$ cat src/rtl/mul_sched_if.sv
// ============================================================================
// Module      : mul_sched_if
// Description : Requester, response and multiplier-side bundle for mul_sched.
// Revision    : 1.0 - initial release
// ============================================================================
`default_nettype none

interface mul_sched_if #(
    parameter int DATA_W = 32,
    parameter int N_REQ  = 4
);
    logic [N_REQ-1:0]        req_valid;
    logic [N_REQ-1:0]        req_ready;
    logic [N_REQ-1:0]        req_sign;
    logic [N_REQ*DATA_W-1:0] req_op_a;
    logic [N_REQ*DATA_W-1:0] req_op_b;
    logic [N_REQ-1:0]        resp_valid;
    logic [N_REQ-1:0]        resp_ready;
    logic [2*DATA_W-1:0]     resp_product;
    logic                    busy;
    logic                    mul_en;
    logic                    mul_sign;
    logic [DATA_W-1:0]       mul_op_a;
    logic [DATA_W-1:0]       mul_op_b;
    logic                    mul_done;
    logic [2*DATA_W-1:0]     mul_product;

    modport slave (
        input  req_valid, req_sign, req_op_a, req_op_b, resp_ready, mul_done, mul_product,
        output req_ready, resp_valid, resp_product, busy, mul_en, mul_sign, mul_op_a, mul_op_b
    );

    modport master (
        output req_valid, req_sign, req_op_a, req_op_b, resp_ready, mul_done, mul_product,
        input  req_ready, resp_valid, resp_product, busy, mul_en, mul_sign, mul_op_a, mul_op_b
    );
endinterface

`default_nettype wire

$ cat src/rtl/mul_sched.sv
// ============================================================================
// Module      : mul_sched
// Description : Round-robin scheduler sharing one add-shift multiplier.
// Revision    : 1.0 - initial release
// ============================================================================
`default_nettype none

module mul_sched #(
    parameter int DATA_W = 32,
    parameter int N_REQ  = 4
) (
    input  wire logic   clk,
    input  wire logic   rst_n,
    mul_sched_if.slave  bus
);
    localparam int c_ID_W = $clog2(N_REQ);

    typedef enum logic [1:0] {
        S_IDLE = 2'd0,
        S_RUN  = 2'd1,
        S_RESP = 2'd2
    } state_t;

    state_t              r_state;
    state_t              w_state_nxt;
    logic [c_ID_W-1:0]   r_rr_ptr;
    logic [c_ID_W-1:0]   r_id;
    logic [c_ID_W-1:0]   w_winner;
    logic [c_ID_W-1:0]   w_rr_nxt;
    logic                w_found;
    logic                w_accept;
    int                  w_idx;
    logic                r_sign;
    logic [DATA_W-1:0]   r_op_a;
    logic [DATA_W-1:0]   r_op_b;
    logic [2*DATA_W-1:0] r_product;

    // Search starts at the round-robin pointer and wraps past the last requester.
    always_comb begin
        w_found  = 1'b0;
        w_winner = '0;
        w_idx    = 0;
        for (int k = 0; k < N_REQ; k++) begin
            w_idx = int'(r_rr_ptr) + k;
            if (w_idx >= N_REQ) begin
                w_idx = w_idx - N_REQ;
            end
            if (!w_found && bus.req_valid[w_idx]) begin
                w_found  = 1'b1;
                w_winner = w_idx[c_ID_W-1:0];
            end
        end
    end

    assign w_rr_nxt = (w_winner == c_ID_W'(N_REQ - 1)) ? '0 : w_winner + 1'b1;
    assign w_accept = (r_state == S_IDLE) && w_found;

    always_comb begin
        w_state_nxt = r_state;
        unique case (r_state)
            S_IDLE:  if (w_found)             w_state_nxt = S_RUN;
            S_RUN:   if (bus.mul_done)        w_state_nxt = S_RESP;
            S_RESP:  if (bus.resp_ready[r_id]) w_state_nxt = S_IDLE;
            default:                          w_state_nxt = S_IDLE;
        endcase
    end

    always_ff @(posedge clk or negedge rst_n) begin
        if (!rst_n) begin
            r_state   <= S_IDLE;
            r_rr_ptr  <= '0;
            r_id      <= '0;
            r_sign    <= 1'b0;
            r_op_a    <= '0;
            r_op_b    <= '0;
            r_product <= '0;
        end else begin
            r_state <= w_state_nxt;
            if (w_accept) begin
                r_op_a   <= bus.req_op_a[w_winner*DATA_W +: DATA_W];
                r_op_b   <= bus.req_op_b[w_winner*DATA_W +: DATA_W];
                r_sign   <= bus.req_sign[w_winner];
                r_id     <= w_winner;
                r_rr_ptr <= w_rr_nxt;
            end
            // done is only trusted while the multiplier is enabled
            if ((r_state == S_RUN) && bus.mul_done) begin
                r_product <= bus.mul_product;
            end
        end
    end

    // Grant is gated by rst_n so no requester sees an accept while reset is held.
    always_comb begin
        bus.req_ready = '0;
        if (w_accept && rst_n) begin
            bus.req_ready[w_winner] = 1'b1;
        end
        bus.resp_valid = '0;
        if (r_state == S_RESP) begin
            bus.resp_valid[r_id] = 1'b1;
        end
    end

    assign bus.resp_product = r_product;
    assign bus.busy         = (r_state != S_IDLE);
    assign bus.mul_en       = (r_state == S_RUN);
    assign bus.mul_sign     = r_sign;
    assign bus.mul_op_a     = r_op_a;
    assign bus.mul_op_b     = r_op_b;

endmodule

`default_nettype wire

$ cat src/flat_wrapper.sv
// flat-port wrapper written by rule: the top's interface ports become plain ports
module mul_sched_flat 
#(
    parameter int DATA_W = 32,
    parameter int N_REQ  = 4
)
  (clk, rst_n, bus_req_valid, bus_req_sign, bus_req_op_a, bus_req_op_b, bus_resp_ready, bus_mul_done, bus_mul_product, bus_req_ready, bus_resp_valid, bus_resp_product, bus_busy, bus_mul_en, bus_mul_sign, bus_mul_op_a, bus_mul_op_b);
  mul_sched_if #(.DATA_W(DATA_W), .N_REQ(N_REQ)) bus_i ();
  input  wire logic clk;
  input  wire logic rst_n;
  input wire logic [$bits(bus_i.req_valid)-1:0] bus_req_valid;
  input wire logic [$bits(bus_i.req_sign)-1:0] bus_req_sign;
  input wire logic [$bits(bus_i.req_op_a)-1:0] bus_req_op_a;
  input wire logic [$bits(bus_i.req_op_b)-1:0] bus_req_op_b;
  input wire logic [$bits(bus_i.resp_ready)-1:0] bus_resp_ready;
  input wire logic [$bits(bus_i.mul_done)-1:0] bus_mul_done;
  input wire logic [$bits(bus_i.mul_product)-1:0] bus_mul_product;
  output wire logic [$bits(bus_i.req_ready)-1:0] bus_req_ready;
  output wire logic [$bits(bus_i.resp_valid)-1:0] bus_resp_valid;
  output wire logic [$bits(bus_i.resp_product)-1:0] bus_resp_product;
  output wire logic [$bits(bus_i.busy)-1:0] bus_busy;
  output wire logic [$bits(bus_i.mul_en)-1:0] bus_mul_en;
  output wire logic [$bits(bus_i.mul_sign)-1:0] bus_mul_sign;
  output wire logic [$bits(bus_i.mul_op_a)-1:0] bus_mul_op_a;
  output wire logic [$bits(bus_i.mul_op_b)-1:0] bus_mul_op_b;
  assign bus_i.req_valid = bus_req_valid;
  assign bus_i.req_sign = bus_req_sign;
  assign bus_i.req_op_a = bus_req_op_a;
  assign bus_i.req_op_b = bus_req_op_b;
  assign bus_i.resp_ready = bus_resp_ready;
  assign bus_i.mul_done = bus_mul_done;
  assign bus_i.mul_product = bus_mul_product;
  assign bus_req_ready = bus_i.req_ready;
  assign bus_resp_valid = bus_i.resp_valid;
  assign bus_resp_product = bus_i.resp_product;
  assign bus_busy = bus_i.busy;
  assign bus_mul_en = bus_i.mul_en;
  assign bus_mul_sign = bus_i.mul_sign;
  assign bus_mul_op_a = bus_i.mul_op_a;
  assign bus_mul_op_b = bus_i.mul_op_b;
  mul_sched #(.DATA_W(DATA_W), .N_REQ(N_REQ)) u_core (.clk(clk), .rst_n(rst_n), .bus(bus_i));
endmodule
$ cat config.mk
export PLATFORM = sky130hd
export DESIGN_NAME = mul_sched_flat
export DESIGN_NICKNAME = d
export VERILOG_FILES = /design/src/rtl/mul_sched_if.sv /design/src/rtl/mul_sched.sv /design/src/flat_wrapper.sv
export SDC_FILE = /design/constraint.sdc
export NUM_CORES = 1
export LEC_CHECK = 0
export BUFFER_PORTS_ARGS = -buffer_cell sky130_fd_sc_hd__buf_2
export CAP_MARGIN = 0
export CORE_AREA = 2 2 184 186
export DETAILED_ROUTE_END_ITERATION = 16
export DIE_AREA = 0 0 186 188
export RECOVER_POWER = 25
export SKIP_CTS_REPAIR_TIMING = 1
export SYNTH_ARGS = -nofsm -noshare
export SYNTH_HDL_FRONTEND = slang
export SYNTH_SLANG_ARGS = --single-unit
$ cat constraint.sdc
create_clock -name clk -period 1.7 [get_ports clk]
set_input_delay 0.255 -clock clk [delete_from_list [all_inputs] [get_ports clk]]
set_output_delay 0.255 -clock clk [all_outputs]
set_load 0.01 [all_outputs]
# After elaboration in Yosys (flattened, before gate mapping)
# Index checks and enable logic that the tools add are counted.
# op_classes
shifts	2
magnitude_cmp	12
reduce_logical	14
addsub	8
n_mux	39
n_eq_ne	6
# ops
operator	count
indexed part select 128 x 8 -> 32 bit	2
less-than comparator 32 x 4 -> 1 bit, second input constant	4
two-way mux 32 bit	4
greater-or-equal comparator 32 x 4 -> 1 bit, second input constant	3
subtractor 32 x 4 -> 32 bit, second input constant	3
two-way mux 1 bit	16
two-way mux 2 bit	8
binary-select mux 1 bit (select 2 bit)	6
logical AND 1 bit	8
two-way mux 4 bit	2
adder 2 x 2 -> 3 bit, second input constant	2
less-than comparator 2 x 3 -> 1 bit, second input constant	2
case mux 2 bit (3 select lines)	1
demux 1 bit (select 2 bit)	2
== test 2 bit, second input constant	2
greater-or-equal comparator 2 x 1 -> 1 bit, second input constant	2
inequality test 2 x 1 -> 1 bit, second input constant	2
subtractor 2 x 3 -> 4 bit, second input constant	1
adder 2 x 1 -> 3 bit, second input constant	1
greater-or-equal comparator 2 x 3 -> 1 bit, second input constant	1
zero test 1 bit	3
AND reduction 3 bit	1
adder 2 x 1 -> 2 bit, second input constant	1
== test 2 x 1 -> 1 bit, second input constant	1
3 further kinds	3
# totals
ff_bits	135
output_inout_bits	139
wordCells	88

# Depth between registers and ports, before layout
# Gate-level depths: netlist of run 1.
# depth
word_depth	20
ltp_mapped	8

# Least setup slack after synthesis of run 1
# OpenSTA, ideal clock, no wires.
# synth_path
kind	input to output
from	in bus_req_valid[1]
to	out bus_req_ready[0]
path_buffers	3
setup_slack_ns	-0.032
t_arrival_ns	1.477
stages	6
path_cell_list	buf_2 > or3_4 > o311ai_2 > buf_4 > buf_2 > and3_1
# synth_between
elab_chain_cells	18
word_cells_on_any_way	34
# synth_lines
element	line_no	text
start, declared	flat_wrapper.sv:11	input wire logic [$bits(bus_i.req_valid)-1:0] bus_req_valid;
binary-select mux 1 bit (select 2 bit)	mul_sched.sv:48	if (!w_found && bus.req_valid[w_idx]) begin
two-way mux 1 bit (not written as such) (2 in series)	mul_sched.sv:48	
two-way mux 1 bit	mul_sched.sv:48	
zero test 1 bit	mul_sched.sv:48	
logical AND 1 bit	mul_sched.sv:48	
two-way mux 1 bit	mul_sched.sv:48	
zero test 1 bit	mul_sched.sv:48	
logical AND 1 bit	mul_sched.sv:48	
two-way mux 1 bit	mul_sched.sv:48	
zero test 1 bit	mul_sched.sv:48	
logical AND 1 bit	mul_sched.sv:48	
two-way mux 2 bit	mul_sched.sv:48	
less-than comparator 2 x 3 -> 1 bit (not written as such) / greater-or-equal comparator 2 x 1 -> 1 bit (equally long branches)	mul_sched.sv:97	bus.req_ready[w_winner] = 1'b1;
logical AND 1 bit (not written as such)	mul_sched.sv:97	
two-way mux 1 bit (not written as such)	mul_sched.sv:97	
demux 1 bit (select 2 bit)	-	
two-way mux 4 bit *	mul_sched.sv:96	if (w_accept && rst_n) begin
end, declared	flat_wrapper.sv:18	output wire logic [$bits(bus_i.req_ready)-1:0] bus_req_ready;
# Mark *: on every way between the ends. The rest lies on a longest branch, timed or not. The select of a mux whose other input is x is not followed.

# Worst setup path in the final report of run 1
# layout_path
from	reg u_core.r_rr_ptr[0]
to	out bus_req_ready[2]
# layout_between
elab_chain_cells	20
word_cells_on_any_way	49
# layout_lines
element	line_no	text
start, declared	mul_sched.sv:26	logic [c_ID_W-1:0] r_rr_ptr;
start signal, assigned	mul_sched.sv:84	r_rr_ptr <= w_rr_nxt;
parallel branches: the longest is 19 deep, another holds subtractor 32 x 4 -> 32 bit	-	
two-way mux 4 bit *	mul_sched.sv:96	
# Mark *: on every way between the ends. The select of a mux whose other input is x is not followed.

==> results of run 1 <==
## synthesized netlist by cell type, drive strengths merged (2+ instances only)
library cell	n	area [sq um]
a21oi	134	671
a222oi	65	651
and3	4	25.0
buf	32	216
clkbuf	21	78.8
dfrtp	135	3380
inv	5	18.8
mux2	64	721
nand2	6	22.5
nand2b	2	12.5
nor2	71	267
nor2b	3	26.3
nor3	6	30.0
o211a	2	20.0
o21ai	6	30.0
or2	2	12.5
## cell usage in the layout (no fill, tap or decap), drive strengths merged, types with 2 or more instances in the layout
master,netlist,final
a21oi,134,134
a222oi,65,65
and3,4,4
buf,32,541
clkbuf,21,33
clkinv,0,4
clkinvlp,0,5
dfrtp,135,135
diode,0,7
inv,5,5
mux2,64,64
nand2,6,6
nand2b,2,2
nor2,71,71
nor2b,3,3
nor3,6,6
o211a,2,2
o21ai,6,6
or2,2,2
## routing by layer
layer  global-route usage [%]  part of all wire, %
met3                     5.71                   10
met2                     24.8                   48
met1                     16.0                   38
met4                     5.30                  3.2
met5                        0                 0.22
## power groups by stage
stage / Sequential (mW) / Clock [mW] / Combinational [mW]
5_1_grt: 6.06 / 3.94 / 11.0
6_report: 5.86 / 3.63 / 10.1
2_1_floorplan: 6.53 / 0 / 4.13
3_5_place_dp: 5.87 / 0 / 8.80
4_1_cts: 5.85 / 3.81 / 8.81
3_3_place_gp: 5.81 / 0 / 8.68
## worst max-delay path, cell delays in order, from the launching register on
cell and delay (ns):
dfrtp_2 0.45, nor2b_4 0.14, nor3_2 0.06, o31a_4 0.38, buf_12 0.14, and3_4 0.16
buf_6 0.11
## worst paths after layout
check                           cells after the start                           to
worst max-delay path                                6             bus_req_ready[2]
worst min-delay path                                2  u_core.bus.resp_product[41]
worst max register to register                      8      u_core.bus.mul_op_a[10]
worst min register to register                      1  u_core.bus.resp_product[58]
max in group asynchronous                           3      u_core.bus.mul_op_b[12]
min in group asynchronous                           2           u_core.r_rr_ptr[1]
## flip-flops by register name (all words and copies together) (netlist names)
register and flops:
u_core.bus.mul_op_a 32, u_core.bus.mul_sign 1, u_core.bus.mul_op_b 32, u_core.r_rr_ptr 2, u_core.r_id 2, u_core.r_state 2, u_core.bus.resp_product 64
## per-stage QoR
step	util [%]	hold WS (ns)	instance area, sq um	TNS, ns	worst slack [ns]
2_1_floorplan	-	-0.0406	6290	0	0.00168
3_3_place_gp	28.4	0.134	9420	-1.48	-0.133
3_5_place_dp	28.4	0.129	9420	-3.11	-0.180
4_1_cts	30.2	-0.372	9990	-6.19	-0.612
5_1_grt	32.1	0.00160	10600	-17.35	-0.528
6_report	32.1	0.0324	10600	-10.23	-0.421
## logic make-up (layout without fill, tap and decap cells)
| logic type | Yosys count | in the layout |
|---|---|---|
| compound gates | 215 | 215 |
| buf+inv | 58 | 590 |
| flops | 135 | 135 |
| mux | 65 | 65 |
| other cells | 0 | 7 |
| simple gates | 95 | 95 |
## final cells by class
type	count	area share, %
Antenna cell	7	0.165
Multi-Input combinational cell	375	25.6
Inverter	5	0.176
Clock inverter	10	0.929
Clock buffer	21	4.42
Sequential cell	135	31.8
Tap cell	448	5.27
Timing Repair Buffer	554	31.7
==> results.tsv, run 1 <==
metric	value	unit
post_route_cells_drive_above_1_share	57.8	%
syn_inst	568	
ys_seq_area_share	53.7	%
min_from	bus_mul_product[41]	
port_buffers	473	
grt_max_degree	68	
synth-edff-count	0	
worstPathRequired	1.44	ns
synthArstFlopShare	100	%
power_frac_clock	18.5	%
floorplan.rows	67	
cts.reportedPaths.clkPinSlew	0.06	ns
maxCapViolations	0	
relSlewSlack	35.0	%
vdd_drop_max	0.915	mV
synth_top_family_by_area	compound AO/OA/AOI/OAI gates	
synth_fp_nets	903	
cp-end-kind	primary output	
ant_nets	0	
via_per_inst	4.60	
clk_path_buf_depth	2	
fillers	3428	
rsz0062_at_grt	true	
p_int	11.8	mW
instances_no_fill	1555	
wl	30300	um
arrival	1.87	ns
dr_total_vias	7159	
setup_viol	71	
synthSimpleGateAreaFrac	6.47	%
swShare	39.9	%
route.detailed.drc	0	
startpoint	u_core.r_rr_ptr[0]	
grt_first_pass_wirelength	37700	um
p_seq_share	29.9	%
synth_fa_ha_area_share	0	%
switchingPower	7.81	mW
track_usage	14.4	%
ys_warn_count	0	
final-hold-violation-count	0	
synth_top_flop_cell	dfrtp_1	
cts_sinks	135	
hpwl	19900	um
violations	negative setup slack	
htreeDepth	4	
yosys_register_bits	135	
drt_iter0_markers	559	
finalMaxSlewViolations	0	
grt_overflow_total	0	
die_area	35000	sq um
finalPower	19.6	mW
synthMuxAreaShare	11.8	%
fp.dieH	188	um
path_max_fanout	5	
hp-class	in -> reg	
crit_type	reg -> out	
yosysUniqueCellTypes	33	
antenna_found_initial	11	
worst_pin_slew	0.975	ns
cp-start-kind	flip-flop	
grt_pass1_vias	6964	
firstDrtPassIters	9	
finClkSkew	0.0149	ns
area_growth	69.3	%
r2r_start	u_core.r_rr_ptr[1]	
coreArea	33100	sq um
p_leak	5.14	nW
status	finished, violations left	
ios	474	
period_needed	2.12	ns
start_util	19.0	%
routabilityCongestion	0.835	
max_freq	0.472	GHz
synth_compound_area_share	23.0	%
power_density	1840	nW/um^2
ff_latch_area	3380	sq um
share_comb_of_total_power	51.6	%
fin_crit_sh	125	%
avgSynthCellArea	11.1	sq um
die_w	186	um
clk_latency	0.44	ns
cts_buffers	17	
r2r_setup_slack	-0.32	ns
routedWlPerCell	19.5	um
dp_cells	1474	
cts_root_buffer	clkbuf_16	
nets	1423	
synth_xor_area_share	0	%
multi_input_area	2720	sq um
syn_area	6290	sq um
setup_ws	-0.421	ns
cts_tree	built	
(Power assumes the default switching activity.)
==> run 2, diff against run 1 <==
PLACE_DENSITY = 0.54   (was unset)
==> results.tsv, run 2 (synthesis results as in run 1) <==
metric	value	unit
status	finished, violations left	
violations	negative setup slack	
hp-class	in -> reg	
drt_iter0_markers	464	
ios	474	
max_freq	0.465	GHz
power_frac_clock	19.8	%
p_leak	5.08	nW
multi_input_area	2720	sq um
area_growth	66.4	%
setup_viol	74	
most-common-layout-cells	buf_2, a21oi_1, dfrtp_1	
port_buffers	473	
min_from	bus_mul_product[60]	
path_max_fanout	8	
htreeDepth	4	
cp_cell_sequence	nor2b_4, nor3_2, o31a_2, buf_12, and3_4, buf_6	
crit_cells	6	
crit_path_top_delay_cell	dfrtp_2	
final-hold-violation-count	0	
die_area	35000	sq um
start_util	19.0	%
via_per_inst	4.51	
wl	27000	um
holdPathStages	2	
cts.reportedPaths.clkPinSlew	0.06	ns
antenna_found_initial	3	
critPathTopFamily	flip-flops	
fillers	3409	
final_cell_area	10500	sq um
cp-start-kind	flip-flop	
post_route_cells_drive_above_1_share	57.5	%
die_w	186	um
power_density	1840	nW/um^2
track_usage	14.2	%
cp-end-kind	primary output	
worst_pin_slew	0.862	ns
coreArea	33100	sq um
critPathMaxStageDelay	0.47	ns
cts_tree	built	
startpoint	u_core.r_rr_ptr[0]	
relSlewSlack	42.5	%
postPlaceCellArea	9520	sq um
grt_max_degree	86	
firstDrtPassIters	8	
clk_latency	0.43	ns
rsz0062_at_grt	true	
hold_ws	0.0300	ns
period_needed	2.15	ns
largest_reg_flops	64	
routedWlPerCell	17.5	um
layout_commonest_cell	buf_2	
ant_nets	0	
dr_total_vias	6939	
hpwl	19800	um
grt_pass1_vias	6834	
vdd_drop_max	1.18	mV
antennaDiodeCount	0	
routabilityCongestion	0.816	
setup_ws	-0.450	ns
cts_buffers	17	
switchingPower	7.46	mW
floorplan.rows	67	
ff_latch_area	3380	sq um
instances_no_fill	1540	
cts_sinks	135	
cts_root_buffer	clkbuf_16	
route.detailed.drc	0	
crit_buf_inv	2	
dp_cells	1488	
finClkSkew	0.00775	ns
finalMaxSlewViolations	0	
fp.dieH	188	um
fin_crit_sh	126	%
r2r_start	u_core.r_rr_ptr[0]	
crit_type	reg -> out	
nets	1414	
clk_path_buf_depth	2	
swShare	38.8	%
p_int	11.8	mW
maxCapViolations	0	
grt_overflow_total	0	
r2r_cells	8	
p_seq_share	30.2	%
share_comb_of_total_power	49.9	%
grt_first_pass_wirelength	37300	um
worstPathRequired	1.44	ns
arrival	1.89	ns
-- run 2: cell types whose count changed in the layout (fill, tap and decap cells not counted), sizes merged --
cell	change
nor2	+1
buf	-1
clkbuf	-9
inv	+1
bufinv	+1
clkinv	+2
clkinvlp	-3
diode	-7
-- run 2: through the flow --
| stage | util, % | power [mW] | TNS [ns] | setup slack, ns |
|---|---|---|---|---|
| 2_1_floorplan | - | 10.7 | 0 | 0.00168 |
| 3_3_place_gp | 28.8 | 14.8 | -2.83 | -0.0928 |
| 3_5_place_dp | 28.8 | 14.9 | -4.00 | -0.110 |
| 4_1_cts | 30.6 | 18.9 | -7.40 | -0.552 |
| 5_1_grt | 31.6 | 20.6 | -20.69 | -0.519 |
| 6_report | 31.6 | 19.2 | -14.77 | -0.450 |
-- run 2: final timing paths --
check / to / slack (ns)
min reg2reg: u_core.bus.resp_product[33] / 0.49
min in group asynchronous: u_core.bus.mul_op_b[4] / 0.84
max in group asynchronous: u_core.bus.mul_op_a[0] / 0.24
min: u_core.bus.resp_product[60] / 0.03
max: bus_req_ready[2] / -0.45
max reg2reg: u_core.bus.mul_op_a[22] / -0.40
-- run 2: cell type report --
cell class              instances  area share [%]
well taps                     448            5.36
flip-flops and latches        135            32.3
clock buffers                  21            4.59
inverters                       5           0.179
repair buffers                544            30.4
clock inverters                11            1.16
multi-input cells             376            26.0
-- run 2: worst reg2reg max path, stage by stage, from the launching register on --
cell and delay (ns):
dfrtp_2 0.47, nor2b_4 0.14, nor3_2 0.05, o31a_2 0.38, buf_12 0.14, buf_4 0.14, buf_12 0.14, a222oi_1 0.35
a21oi_1 0.13
-- run 2: layer usage --
layer | wire length [um] | vias to the layer above | GRT usage [%]
li1 | - | 3194 | -
met1 | 10400 | 3276 | 15.9
met2 | 13200 | 415 | 24.4
met3 | 2490 | 48 | 4.35
met4 | 869 | 6 | 6.51
met5 | 34 | - | 0
-- run 2: power groups by stage --
stage	Combinational (mW)	Sequential, mW	Clock (mW)
finish	9.61	5.82	3.82
global route	10.5	6.04	4.10
CTS	9.11	5.80	3.95
detailed placement	9.11	5.81	0
global placement	9.01	5.78	0
floorplan	4.13	6.53	0
